===== config.mk =====
export PLATFORM = sky130hd
export DESIGN_NAME = ysyx_23060203_idu_issue
export DESIGN_NICKNAME = d
export VERILOG_FILES = /design/src/rtl/ysyx_23060203_pkg.sv /design/src/rtl/ysyx_23060203_scoreboard.sv /design/src/rtl/ysyx_23060203_idu_issue.sv
export SDC_FILE = /design/constraint.sdc
export NUM_CORES = 1
export LEC_CHECK = 0
export ABC_AREA = 1
export CAP_MARGIN = 20
export CORE_ASPECT_RATIO = 1.75
export CORE_MARGIN = 2
export CORE_UTILIZATION = 45
export CTS_CLUSTER_DIAMETER = 40
export DETAILED_ROUTE_END_ITERATION = 8
export PLACE_DENSITY = 0.71
export RECOVER_POWER = 100
export SYNTH_ARGS = -nofsm -noshare
export SYNTH_HDL_FRONTEND = slang
export SYNTH_SLANG_ARGS = --single-unit

===== constraint.sdc =====
create_clock -name clock -period 4.04 [get_ports clock]
set_input_delay 0.404 -clock clock [delete_from_list [all_inputs] [get_ports clock]]
set_output_delay 0.404 -clock clock [all_outputs]
set_load 0.01 [all_outputs]

===== src/rtl/ysyx_23060203_pkg.sv =====
// ysyx_23060203_pkg: shared decode types, opcode map and register-file defaults
package ysyx_23060203_pkg;
  typedef enum logic [2:0] {FMT_R, FMT_I, FMT_S, FMT_B, FMT_U, FMT_J, FMT_SYS} fmt_e;
  localparam logic [4:0] OP_LUI    = 5'b01101;
  localparam logic [4:0] OP_AUIPC  = 5'b00101;
  localparam logic [4:0] OP_JAL    = 5'b11011;
  localparam logic [4:0] OP_JALR   = 5'b11001;
  localparam logic [4:0] OP_LOAD   = 5'b00000;
  localparam logic [4:0] OP_IMM    = 5'b00100;
  localparam logic [4:0] OP_BRANCH = 5'b11000;
  localparam logic [4:0] OP_STORE  = 5'b01000;
  localparam logic [4:0] OP_REG    = 5'b01100;
  localparam logic [4:0] OP_SYSTEM = 5'b11100;
  localparam logic [4:0] OP_FENCE  = 5'b00011;
  localparam int NR_REG_DEF = 16;
endpackage


===== src/rtl/ysyx_23060203_scoreboard.sv =====
// ysyx_23060203_scoreboard: per-register count of in-flight writes with busy/full queries
module ysyx_23060203_scoreboard
  import ysyx_23060203_pkg::*;
#(
  parameter int NR_REG = NR_REG_DEF,
  parameter int SB_W   = 2
) (
  input  logic                      clock,
  input  logic                      reset,
  input  logic                      inc,
  input  logic [$clog2(NR_REG)-1:0] inc_rd,
  input  logic                      dec,
  input  logic [$clog2(NR_REG)-1:0] dec_rd,
  input  logic [$clog2(NR_REG)-1:0] rs1,
  input  logic [$clog2(NR_REG)-1:0] rs2,
  input  logic [$clog2(NR_REG)-1:0] rd,
  output logic                      rs1_busy,
  output logic                      rs2_busy,
  output logic                      rd_full
);
  localparam int RW = $clog2(NR_REG);
  logic [SB_W-1:0] cnt [NR_REG];
  // x0 never counts; an issue and a retire on the same register cancel out
  always_ff @(posedge clock)
    for (int i = 0; i < NR_REG; i++)
      cnt[i] <= reset ? '0 : cnt[i] + SB_W'(inc && inc_rd == RW'(i) && i != 0)
                               - SB_W'(dec && dec_rd == RW'(i) && cnt[i] != '0);
  // a retire must match an outstanding write
  always_ff @(posedge clock)
    if (!reset && dec) assert (dec_rd != '0 && cnt[dec_rd] != '0);
  assign rs1_busy = rs1 != '0 && cnt[rs1] != '0;
  assign rs2_busy = rs2 != '0 && cnt[rs2] != '0;
  assign rd_full  = rd != '0 && &cnt[rd];
endmodule


===== src/rtl/ysyx_23060203_idu_issue.sv =====
// ysyx_23060203_idu_issue: RV32I/E decode with scoreboard-gated issue into one registered slot
module ysyx_23060203_idu_issue
  import ysyx_23060203_pkg::*;
#(
  parameter int NR_REG = NR_REG_DEF,
  parameter int SB_W   = 2
) (
  input  logic                      clock,
  input  logic                      reset,
  input  logic                      flush,
  input  logic                      in_valid,
  output logic                      in_ready,
  input  logic [31:0]               in_pc,
  input  logic [31:0]               in_inst,
  input  logic                      wb_valid,
  input  logic [$clog2(NR_REG)-1:0] wb_rd,
  output logic                      out_valid,
  input  logic                      out_ready,
  output logic [31:0]               out_pc,
  output logic [31:0]               out_inst,
  output logic [$clog2(NR_REG)-1:0] out_rs1,
  output logic [$clog2(NR_REG)-1:0] out_rs2,
  output logic [$clog2(NR_REG)-1:0] out_rd,
  output logic                      out_rd_wen,
  output logic [31:0]               out_imm,
  output fmt_e                      out_fmt,
  output logic                      out_illegal
);
  localparam int RW = $clog2(NR_REG);
  logic [4:0] op, rs1_f, rs2_f, rd_f;
  logic known, use1, use2, writes, illegal, rd_wen, issue;
  logic rs1_busy, rs2_busy, rd_full;
  logic [RW-1:0] rs1, rs2, rd;
  logic [31:0] imm;
  fmt_e fmt;
  assign op    = in_inst[6:2];
  assign rs1_f = in_inst[19:15];
  assign rs2_f = in_inst[24:20];
  assign rd_f  = in_inst[11:7];
  // format class, register usage and immediate; trapping instructions never claim rd
  always_comb begin
    known = op inside {OP_LUI, OP_AUIPC, OP_JAL, OP_JALR, OP_LOAD, OP_IMM, OP_BRANCH,
                       OP_STORE, OP_REG, OP_SYSTEM, OP_FENCE};
    fmt = op == OP_LUI || op == OP_AUIPC ? FMT_U :
          op == OP_JAL ? FMT_J :
          op == OP_JALR || op == OP_LOAD || op == OP_IMM || op == OP_FENCE ? FMT_I :
          op == OP_BRANCH ? FMT_B :
          op == OP_STORE ? FMT_S :
          op == OP_SYSTEM ? FMT_SYS : FMT_R;
    use1 = known && ((fmt inside {FMT_I, FMT_S, FMT_B, FMT_R} && op != OP_FENCE) ||
                     (fmt == FMT_SYS && !in_inst[14]));
    use2 = known && fmt inside {FMT_S, FMT_B, FMT_R};
    writes = known && (fmt inside {FMT_U, FMT_J, FMT_R, FMT_SYS} || (fmt == FMT_I && op != OP_FENCE));
    illegal = !known || in_inst[1:0] != 2'b11 || (use1 && int'(rs1_f) >= NR_REG) ||
              (use2 && int'(rs2_f) >= NR_REG) || (writes && int'(rd_f) >= NR_REG);
    rd_wen = writes && rd_f != 5'd0 && !illegal;
    rs1 = use1 ? rs1_f[RW-1:0] : '0;
    rs2 = use2 ? rs2_f[RW-1:0] : '0;
    rd  = writes ? rd_f[RW-1:0] : '0;
    imm = fmt == FMT_U ? {in_inst[31:12], 12'b0} :
          fmt == FMT_J ? {{12{in_inst[31]}}, in_inst[19:12], in_inst[20], in_inst[30:21], 1'b0} :
          fmt == FMT_B ? {{20{in_inst[31]}}, in_inst[7], in_inst[30:25], in_inst[11:8], 1'b0} :
          fmt == FMT_S ? {{21{in_inst[31]}}, in_inst[30:25], in_inst[11:7]} :
          fmt == FMT_I || fmt == FMT_SYS ? {{21{in_inst[31]}}, in_inst[30:20]} : 32'd0;
  end
  assign in_ready = !flush && !(rs1_busy || rs2_busy || (rd_wen && rd_full)) && (!out_valid || out_ready);
  assign issue    = in_valid && in_ready;
  ysyx_23060203_scoreboard #(.NR_REG(NR_REG), .SB_W(SB_W)) u_sb (
    .clock(clock), .reset(reset),
    .inc(issue && rd_wen), .inc_rd(rd),
    .dec(wb_valid), .dec_rd(wb_rd),
    .rs1(rs1), .rs2(rs2), .rd(rd),
    .rs1_busy(rs1_busy), .rs2_busy(rs2_busy), .rd_full(rd_full)
  );
  // output slot: data moves only on issue, valid drops on drain or flush
  always_ff @(posedge clock)
    if (reset) begin
      out_valid   <= 1'b0;
      out_pc      <= '0;
      out_inst    <= '0;
      out_rs1     <= '0;
      out_rs2     <= '0;
      out_rd      <= '0;
      out_rd_wen  <= 1'b0;
      out_imm     <= '0;
      out_fmt     <= FMT_R;
      out_illegal <= 1'b0;
    end else begin
      out_valid <= !flush && (issue || (out_valid && !out_ready));
      if (issue) begin
        out_pc      <= in_pc;
        out_inst    <= in_inst;
        out_rs1     <= rs1;
        out_rs2     <= rs2;
        out_rd      <= rd;
        out_rd_wen  <= rd_wen;
        out_imm     <= imm;
        out_fmt     <= fmt;
        out_illegal <= illegal;
      end
    end
endmodule


==> results.cfg <==
[grt]
track_usage = 0.265
grt_pass1_wl_mm = 39.6
grt_pass1_vias = 7885
antenna_found_initial = 0
grt_max_degree = 53
grt_overflow = 0

[floorplanning]
initial_core_util = 0.458
fp.dieArea_sq_mm = 0.0189
die_y_um = 180
core_area_sq_mm = 0.0175
ios = 189
rows = 64
die_w_um = 105

[power]
leakagePower_nw = 5.66
peakVddDrop_v = 0.000242
power_density_mw_per_mm2 = 379

[setup_path]
path_cells = clkdlybuf4s50_1 -> buf_4 -> o2111ai_2 -> nor2_1 -> inv_1 -> o21ai_1 -> nand3_1 -> nand3_1 -> nand3_1 -> nor2_4 -> buf_4 -> and2_1 -> clkdlybuf4s50_1
max_stage_delay_ps = 590
cp_common_cell = nand3_1
crit_end = in_ready
cp-end-kind = primary output
r2r_end = u_sb.cnt[4][1]
cp_top_family = buffers and inverters
cp.buffers_inverters = 5
critPathKind = in -> out
worst_path_max_delay_cell = clkdlybuf4s50_1
crit_path_start_kind = input port
crit_fanout = 6
reg2reg_depth = 16
r2r_slack_ps = 1090
cp.required_ps = 3640
worst-path-stages = 13
startpoint = in_inst[5]
crit_arrival_ps = 3400
r2r_start = u_sb.cnt[1][1]

[cells_and_area]
multi_input_comb_area_sq_mm = 0.00388
design_area_sq_mm = 0.0108
final_cell_mix = 286 x nand2_1, 239 x inv_1, 236 x nor2_1
final_common_cell = nand2_1
n_antenna_cell = 0
n_fill_cell = 1696
final_layout_size_suffix_gt1_frac = 0.0540
regArea_sq_mm = 0.00292
final_nets = 1538
area_growth_pct = 34.5

[synth]
syn_avg_cell_area_sq_um = 6.38
syn_area_sq_mm = 0.00800
yosys.area_share.adder = 0.0485
synth_edf_count = 0
synth_top_family_by_area = simple AND/OR/NAND/NOR gates
yosysUniqueCellTypes = 38
synth_flop_cell = dfxtp_1
ys_seq_area_frac = 0.365
synth_compound_area_frac = 0.0749
yosysWarnings = 0
synthSimpleGateAreaFrac = 0.344
synth-seq-cells = 146
synth_nets = 1359
synthMuxAreaShare = 0
synthXorXnorAreaFrac = 0.0175
syn-instance-count = 1254
synth-async-reset-ratio = 0

[sta]
fin_hold_ws_ps = 415
hold_violations = 0
fin_crit_ps = 3810
setup_violations = 0
tightest_slew_ps = 990
setup_slack_ps = 234
tns_ps = 0
min_period_over_period = 0.942
fmax_mhz = 263
relSlewSlack = 0.340
fin_skew_ps = 13.1
slew_violations = 0
rsz0062_at_grt = no

[place]
gp_congestion = 0.945
place_hpwl_mm = 19.2
io_buffers = 188
dp_slack_ps = 79.2
placed_cell_area_sq_mm = 0.0102

[clocking]
cts.hold.buffers_added = 0
clk_latency_ps = 420
clockRootBuffer = clkbuf_16
cts_buffer_depth = 2
cts.clk_slew.worst_paths_ps = 60
tritoncts = done
numCtsBuffers = 17
cts_sinks = 146
h-tree-depth = 4

[min_path]
hold_class = in -> reg

[drt]
wirelength_mm = 24.7
drtPass1Iterations = 5
drt_iter0_markers = 485
viasPerCell = 4.85
wire_per_inst_um = 14.8
drc = 0
vias = 8128
ant_nets = 0

[status]
status = finished clean

[job]
maxCapViolations = 0
per-layer routing:
layer	track usage	wire length, um
met1	0.253	8710
met2	0.514	13700
met3	0.0416	850
met4	0.166	1510
met5	0	0
cells in the mapped netlist (6+ instances only):
cell      instances  area, sq um
ha_1             31          388
o21ai_0          21          105
o21ai_1           6         30.0
a21oi_1          63          315
xor2_1           15          131
nor3_1           30          150
dfxtp_1         146         2920
inv_1           239          897
buf_6             7         78.8
nand2_1         286         1070
nor2_1          239          897
buf_2             9         45.0
buf_1             7         26.3
a41oi_1           6         52.6
nand3_1          27          135
nand4_1          55          344
clkbuf_1         30          113
layout make-up:
type	instances	area share
sequential	146	0.272
tap	231	0.0269
inverter	244	0.0852
clock inverter	9	0.0166
clock buffer	21	0.0428
multi-input combinational	808	0.361
timing repair buffer	216	0.196
worst min-delay path by stage:
stage | endpoint | from | depth (start not counted) | slack [ps]
2_1_floorplan | u_sb.cnt[13][1] | u_sb.cnt[13][1] | 1 | 440
3_5_place_dp | out_inst[25] | out_inst[25] | 2 | 460
4_1_cts | out_inst[25] | out_inst[25] | 2 | 470
6_report | out_inst[6] | in_inst[6] | 3 | 410
5_1_grt | out_inst[6] | in_inst[6] | 3 | 440
3_3_place_gp | out_inst[25] | out_inst[25] | 2 | 450
power breakdown:
part | total, mW | internal (mW) | switching (mW) | leakage [nW]
clock network | 1.73 | 1.12 | 0.607 | 0.306
logic | 0.769 | 0.331 | 0.438 | 4.16
registers | 1.58 | 1.53 | 0.0418 | 1.19
total | 4.07 | 2.99 | 1.09 | 5.66
registers in the layout, summed over array words and instances, names as in the netlist:
| register | cells |
|---|---|
| out_rd_wen | 1 |
| out_valid | 1 |
| out_rd | 4 |
| out_pc | 32 |
| u_sb.cnt | 32 |
| out_rs1 | 4 |
| out_imm | 32 |
| out_inst | 32 |
| out_illegal | 1 |
| out_fmt | 3 |
| out_rs2 | 4 |
cells by family after synthesis:
kind of cell,count (synthesis)
fa+ha+maj,31
simple gates,654
xor+xnor,16
buf+inv,300
compound gates,107
flops,146
worst reg2reg max path, cell delays in order (launching register included):
cell	delay, ps
dfxtp_1	330
nor2_1	340
o21ai_0	160
nand3_1	90
nand2_1	50
nor2_1	100
nor2_1	70
nor2_1	90
nand3_1	130
nor2_4	120
nand4_2	120
clkbuf_1	340
nor3_1	300
ha_1	210
xor2_1	180
o21ai_0	90
a21oi_1	140
timing repair:
item | 4_1_cts | 5_1_grt
endpoints found under the setup margin | 0 | 1
gates resized for setup | 0 | 4
buffers inserted | 0 | 0
metrics by stage:
stage          std cells  total power, mW   util
6_report            1675             4.07  0.616
3_3_place_gp        1645             2.41  0.582
4_1_cts             1675             4.15  0.619
3_5_place_dp        1645             2.42  0.582
5_1_grt             1675             4.26  0.616
2_1_floorplan       1254             2.03      -
No activity file was read; power rests on OpenSTA's default activity.
